<file path="src/rtl/mem_wb_pipe.sv">
// mem_wb_pipe: elastic MEM/WB pipeline register with a two-slot skid buffer.
// The main slot drives the wb_* outputs. The skid slot catches an entry that
// arrives while the main slot is stalled.
// mem_ready depends only on registered state, so there is no combinational
// path from wb_ready to mem_ready.
// Optional feature macro: MEM_WB_HILO_EN adds the HI/LO write request to the
// carried payload.
module mem_wb_pipe #(
    parameter int DATA_W = 32,
    parameter int ADDR_W = 5,
    parameter int CNT_W  = 16
) (
    input  logic              clk,
    input  logic              rst,
    input  logic              flush,
    input  logic              mem_valid,
    output logic              mem_ready,
    input  logic [ADDR_W-1:0] mem_wd,
    input  logic              mem_wreg,
    input  logic [DATA_W-1:0] mem_wdata,
`ifdef MEM_WB_HILO_EN
    input  logic              mem_whilo,
    input  logic [DATA_W-1:0] mem_hi,
    input  logic [DATA_W-1:0] mem_lo,
`endif
    output logic              wb_valid,
    input  logic              wb_ready,
    output logic [ADDR_W-1:0] wb_wd,
    output logic              wb_wreg,
    output logic [DATA_W-1:0] wb_wdata,
`ifdef MEM_WB_HILO_EN
    output logic              wb_whilo,
    output logic [DATA_W-1:0] wb_hi,
    output logic [DATA_W-1:0] wb_lo,
`endif
    output logic [CNT_W-1:0]  retire_cnt
);

`ifdef MEM_WB_HILO_EN
    localparam int PW = ADDR_W + 1 + DATA_W + 1 + 2 * DATA_W;
`else
    localparam int PW = ADDR_W + 1 + DATA_W;
`endif

    logic              r_main_valid;
    logic              r_skid_valid;
    logic [PW-1:0]     r_main_pl;
    logic [PW-1:0]     r_skid_pl;
    logic [CNT_W-1:0]  r_retire_cnt;

    logic [PW-1:0]     w_in_pl;
    logic              w_accept;
    logic              w_consume;
    logic              w_main_free;

`ifdef MEM_WB_HILO_EN
    assign w_in_pl = {mem_whilo, mem_hi, mem_lo, mem_wd, mem_wreg, mem_wdata};
    assign {wb_whilo, wb_hi, wb_lo, wb_wd, wb_wreg, wb_wdata} = r_main_pl;
`else
    assign w_in_pl = {mem_wd, mem_wreg, mem_wdata};
    assign {wb_wd, wb_wreg, wb_wdata} = r_main_pl;
`endif

    assign mem_ready   = !r_skid_valid;
    assign wb_valid    = r_main_valid;
    assign retire_cnt  = r_retire_cnt;
    assign w_accept    = mem_valid && !r_skid_valid;
    assign w_consume   = r_main_valid && wb_ready;
    // Main slot can take new content this cycle (empty or being drained).
    assign w_main_free = !r_main_valid || w_consume;

    // Slot state: skid has priority into main so ordering is preserved; an
    // emptied slot is zeroed so wb_wreg can never be 1 without wb_valid.
    always_ff @(posedge clk or negedge rst) begin
        if (!rst) begin
            r_main_valid <= 1'b0;
            r_skid_valid <= 1'b0;
            r_main_pl    <= '0;
            r_skid_pl    <= '0;
        end else if (flush) begin
            r_main_valid <= 1'b0;
            r_skid_valid <= 1'b0;
            r_main_pl    <= '0;
            r_skid_pl    <= '0;
        end else if (w_main_free) begin
            if (r_skid_valid) begin
                r_main_valid <= 1'b1;
                r_main_pl    <= r_skid_pl;
                r_skid_valid <= 1'b0;
                r_skid_pl    <= '0;
            end else if (w_accept) begin
                r_main_valid <= 1'b1;
                r_main_pl    <= w_in_pl;
            end else begin
                r_main_valid <= 1'b0;
                r_main_pl    <= '0;
            end
        end else if (w_accept) begin
            r_skid_valid <= 1'b1;
            r_skid_pl    <= w_in_pl;
        end
    end

    // Retired-write counter: counts consumed register writes, survives flush.
    always_ff @(posedge clk or negedge rst) begin
        if (!rst) begin
            r_retire_cnt <= '0;
        end else if (!flush && w_consume && wb_wreg) begin
            r_retire_cnt <= r_retire_cnt + 1'b1;
        end
    end

endmodule

</file>
<file path="config.mk">
export PLATFORM = sky130hd
export DESIGN_NAME = mem_wb_pipe
export DESIGN_NICKNAME = d
export VERILOG_FILES = /design/src/rtl/mem_wb_pipe.sv
export SDC_FILE = /design/constraint.sdc
export NUM_CORES = 1
export LEC_CHECK = 0
export ABC_AREA = 1
export BUFFER_PORTS_ARGS = -buffer_cell sky130_fd_sc_hd__buf_4
export CAP_MARGIN = 20
export CELL_PAD_IN_SITES_DETAIL_PLACEMENT = 1
export CELL_PAD_IN_SITES_GLOBAL_PLACEMENT = 1
export CORE_ASPECT_RATIO = 1.25
export CORE_MARGIN = 2
export CORE_UTILIZATION = 31
export DETAILED_ROUTE_END_ITERATION = 8
export PLACE_DENSITY = 0.68
export SETUP_SLACK_MARGIN = 0.3
export SLEW_MARGIN = 30
export SYNTH_ARGS = -nofsm -noshare
export SYNTH_HDL_FRONTEND = slang
export SYNTH_SLANG_ARGS = --single-unit
</file>
<file path="constraint.sdc">
create_clock -name clk -period 2.1 [get_ports clk]
set_input_delay 0.21 -clock clk [delete_from_list [all_inputs] [get_ports clk]]
set_output_delay 0.21 -clock clk [all_outputs]
set_load 0.01 [all_outputs]
</file>
# Yosys cells after proc, flatten, opt, wreduce, memory -nomap -nowiden
# Index checks and enable logic that the tools add are counted.
[totals]
output_inout_bits = 56
latchBits = 0
n_memories = 0
reg_bits = 94
in_bits = 43
ramBits = 0
word_cells = 33
mem_bits_ro = 0
[classes]
order_cmp = 0
bitwise_logic = 0
add_sub_neg = 1
n_shift = 0
muxes = 15
reduce_logical = 11
div = 0
n_eq_ne = 1
n_mul = 0
[op_table]
columns = ["operator", "count"]
rows = [
  ["38-bit two-way mux", 8],
  ["16-bit by 1-bit adder with 16-bit output (second input constant)", 1],
  ["1-bit two-way mux", 7],
  ["1-bit logical AND", 4],
  ["1-bit logical NOT", 3],
  ["3-bit inequality test (second input constant)", 1],
  ["3-bit nonzero test", 1],
  ["2-bit AND reduction", 1],
  ["2-bit nonzero test", 1],
  ["1-bit logical OR", 1],
]

# Depth between registers and ports, before layout
[depth]
ltp_word = 6
depth_mapped = 9
ltp_nobuf = 9

# Worst setup path before layout
# No wires, ideal clock.
[synth_timing]
path_type = "register to register"
from = "register r_retire_cnt[0] (netlist: retire_cnt[0])"
to = "register r_retire_cnt[10] (netlist: retire_cnt[10])"
t_arrival_ns = 1.198
n_path_buf = 0
setup_ns = 0.127
stages_incl_launch_ff = 8
required_ns = 1.973
setup_slack_ns = 0.775
synth_period_minus_slack_ns = 1.325
path_cell_list = "dfrtp_1 ha_1 inv_1 nor2_1 nand2_2 inv_1 nand2_1 xnor2_1"
[synth_between]
elab_chain_cells = 1
[synth_lines]
columns = ["item", "line_no", "text"]
rows = [
  ["start: declaration", "49", "logic [CNT_W-1:0] r_retire_cnt;"],
  ["start signal: assignment", "109", "r_retire_cnt <= r_retire_cnt + 1'b1;"],
  ["16-bit by 1-bit adder with 16-bit output", "109", ""],
]
# No other way between the ends.
# A chain may end at the register's enable or synchronous reset.

# Worst setup path in the final report
[layout_timing]
from = "register r_main_valid (netlist: wb_valid)"
to = "register r_skid_pl[0]"
[layout_between]
elab_chain_cells = 4
word_cells_on_any_way = 8
cone_classes = "1 x eq/ne; 2 x mux; 5 x reduce/logical"
[layout_lines]
columns = ["item", "line_no", "text"]
rows = [
  ["start: declaration", "45", "logic r_main_valid;"],
  ["start signal: assignment", "76", "r_main_valid <= 1'b0;"],
  ["start signal: assignment", "81", "r_main_valid <= 1'b0;"],
  ["start signal: assignment", "87", "r_main_valid <= 1'b1;"],
  ["1-bit logical NOT / 1-bit logical AND (equally long branches)", "70, 68", ""],
  ["1-bit logical OR (*)", "70", "assign w_main_free = !r_main_valid || w_consume;"],
  ["3-bit inequality test (no line), or another cell as far along", "n/a", ""],
  ["2-bit AND reduction (no line) / 38-bit two-way mux (equally long branches)", "n/a", ""],
  ["end signal: assignment", "100", "r_skid_pl <= w_in_pl;"],
  ["end: declaration", "48", "logic [PW-1:0] r_skid_pl;"],
]
# Mark *: on every way between the ends. The rest lies on a longest branch, timed or not.

==> run metrics <==
flops & latches, synth 94; Post-Place Cells 757; Placed Area 5350 um^2; Finished Layout Cells 774; post-route minimum period 1.63 ns; hold_ws 0.0954 ns; gp weighted congestion 0.783; vias 3,833; die area 15,200 um^2; Synthesized Nets 548; Post-DRT Antenna Nets 0; slew margin rel. 0.535; Synth area leaders dfrtp_1 (53%), nand2_1 (10%), nand3_1 (9.4%), o22ai_2 (5.7%), inv_1 (4.6%); fill count 1,651; Gate power share 0.125; number of max-cap violations 0; Crit path required time 2.32 ns; Tightest Hold Check Type primary input to flop; switching share of power 0.262; first-pass GRT wire length 20,900 um; WL/cell 16.3 um; setup violators final 0; final instance area 5660 um^2; Buffers on Ports 98; setup bufs post-CTS 0; CP max stage delay 0.41 ns; Chip Width 111 um; largest area contributor in the synthesized netlist dfrtp_1; Antenna diodes 0; I/O Pins 99; clock sink count 94; Mapped Area 4410 um^2; CTS HTree Levels 3; Seq/Total Area, Yosys 0.533; Root Buffer clkbuf_16; post-synthesis cell count 504; RSZ-0062 raised after global routing no; CTS max path bufs 2; clock skew 0.00653 ns; Sequential Power Share 0.468; top-area cell type share of the netlist area 0.533; Worst VDD drop 0.379 mV; latest clock arrival within the worst-skew pair 0.35 ns; sw power 1080 uW; largest net degree at the start of global routing 47; 1st-iter DRT viols 195; Power Internal 3050 uW; Area growth syn-to-layout 28.3%; pre-CTS setup slack 0.386 ns; Worst-path clk slew 0.07 ns; Setup WS post-layout 0.469 ns; status complete, no violations; Die Ht 137 um; CTS tree yes; Slowest cell on crit path dfrtp_1; reg-to-reg slack, setup 0.47 ns; final worst path period share 0.777; most used cell, CP nor2_4; Syn Area/Cell 8.76 um^2; initial antenna violation count 0; Crit Path Max Fanout 26; P_leak 0.00275 uW; Clock power frac 0.407; setup_tns 0 ns; actual slew at the worst max-slew pin 0.697 ns; Ys Warns 0; CP cell instances inv_2 -> nor2_4 -> buf_4 -> nor3_1 -> nor2_4 -> buf_6 -> o22ai_1; crit end category flop; Post-Route WL 12,600 um; cts bufs inserted 9; Setup crit start kind flop; Max Clk Rate 613 MHz; First-pass DRT Iterations 5; placed wire-length estimate 8880 um; GRT overflow 0; Tot GR Track Use 0.173; Std-Cell Rows 48; worst path arrival time 1.85 ns; share of layout cells above drive strength 1 0.259; fin. max-slew vios 0; Placeable Area 13,900 um^2; drt drc 0; Starting Density 0.318; P per Cell Area 729 nW/um^2; fin nets 638; number of global-route vias before repair 4,103; Hold Fails Final Rpt 0; CP Class flop to flop; Via density 4.95; post-synth cell types 23
[timing repair]
item                                    CTS  global route
resized for setup                         0             1
hold buffers                              1             0
endpoints found under the setup margin    0            18
hold endpoints to repair                 34             0
[logic make-up after synthesis]
| kind of cell | Yosys count | share of synthesized area |
|---|---|---|
| compound gates | 77 | 0.126 |
| flops | 94 | 0.533 |
| simple gates | 235 | 0.235 |
| buf+inv | 88 | 0.0850 |
| fa+ha+maj | 1 | 0.00283 |
| xor+xnor | 9 | 0.0179 |
[cells in the mapped netlist, drive strengths merged]
cell,number
nor3,1
nand3b,2
o21ai,39
nand3,83
o22ai,38
nand4,5
clkbuf,11
nand2,121
inv,56
buf,21
nor2,23
dfrtp,94
xor2,5
ha,1
xnor2,4
[critical path, delay by kind of cell, from the launching register on]
family | cells | cell delay (ns)
flip-flops | 1 | 0.41
AO/OA/AOI/OAI | 1 | 0.11
buffers and inverters | 3 | 0.62
AND/OR/NAND/NOR | 3 | 0.34
[stage by stage]
stage | total power, uW | utilization
2_1_floorplan | 2210 | -
3_3_place_gp | 2470 | 0.385
3_5_place_dp | 2490 | 0.385
4_1_cts | 4200 | 0.408
5_1_grt | 4330 | 0.408
6_report | 4130 | 0.408
[flip-flops by register name (all words and copies together), names as in the netlist]
| name | cells |
|---|---|
| r_main_pl | 38 |
| r_skid_pl | 38 |
| retire_cnt | 16 |
| r_skid_valid | 1 |
| wb_valid | 1 |
[power by group through the flow]
stage          combinational, uW  clock, uW  sequential (uW)
2_1_floorplan                237          0             1980
3_3_place_gp                 508          0             1960
3_5_place_dp                 522          0             1970
4_1_cts                      526       1740             1930
5_1_grt                      578       1820             1940
6_report                     517       1680             1930
[cell usage in the layout (no fill, tap or decap), types with 2 or more instances in the layout]
cell type	synthesis	layout
nand2_2	3	3
nand2_1	118	118
o21ai_0	38	38
inv_2	2	2
inv_1	54	54
clkbuf_16	0	9
nand4_1	5	5
clkinvlp_4	0	2
nor2_4	3	5
nor2_1	20	18
xnor2_1	4	4
nand3_1	83	83
dfrtp_1	94	94
buf_4	4	106
xor2_1	5	5
buf_12	0	3
o22ai_1	18	18
o22ai_2	20	20
nand3b_1	2	2
[area by class of cell]
type / instances / area (um^2) / share of cell area
Tap cell: 175 / 219 / 0.0387
Timing Repair Buffer: 111 / 877 / 0.155
Clock buffer: 11 / 243 / 0.0429
Multi-Input combinational cell: 322 / 1700 / 0.301
Sequential cell: 94 / 2350 / 0.415
Inverter: 56 / 210 / 0.0371
Clock inverter: 5 / 58.8 / 0.0104
[routing by layer]
layer | vias up | GRT usage | wire length, um
met5 | - | 0 | 0
met4 | 0 | 0.0715 | 225
met3 | 16 | 0.0326 | 521
met2 | 81 | 0.288 | 6120
met1 | 1899 | 0.222 | 5750
li1 | 1837 | - | -
[final timing paths]
| check | startpoint | end | cells after the start |
|---|---|---|---|
| setup / recovery | wb_valid | r_skid_pl[0] | 7 |
| hold / removal | flush | wb_valid | 2 |
| setup reg to reg | wb_valid | r_skid_pl[0] | 7 |
| hold reg to reg | r_main_pl[14] | r_main_pl[14] | 2 |
| max in group asynchronous | rst | r_main_pl[1] | 3 |
| min in group asynchronous | rst | r_main_pl[15] | 2 |
Note: power is estimated with default switching activity, not from simulation.
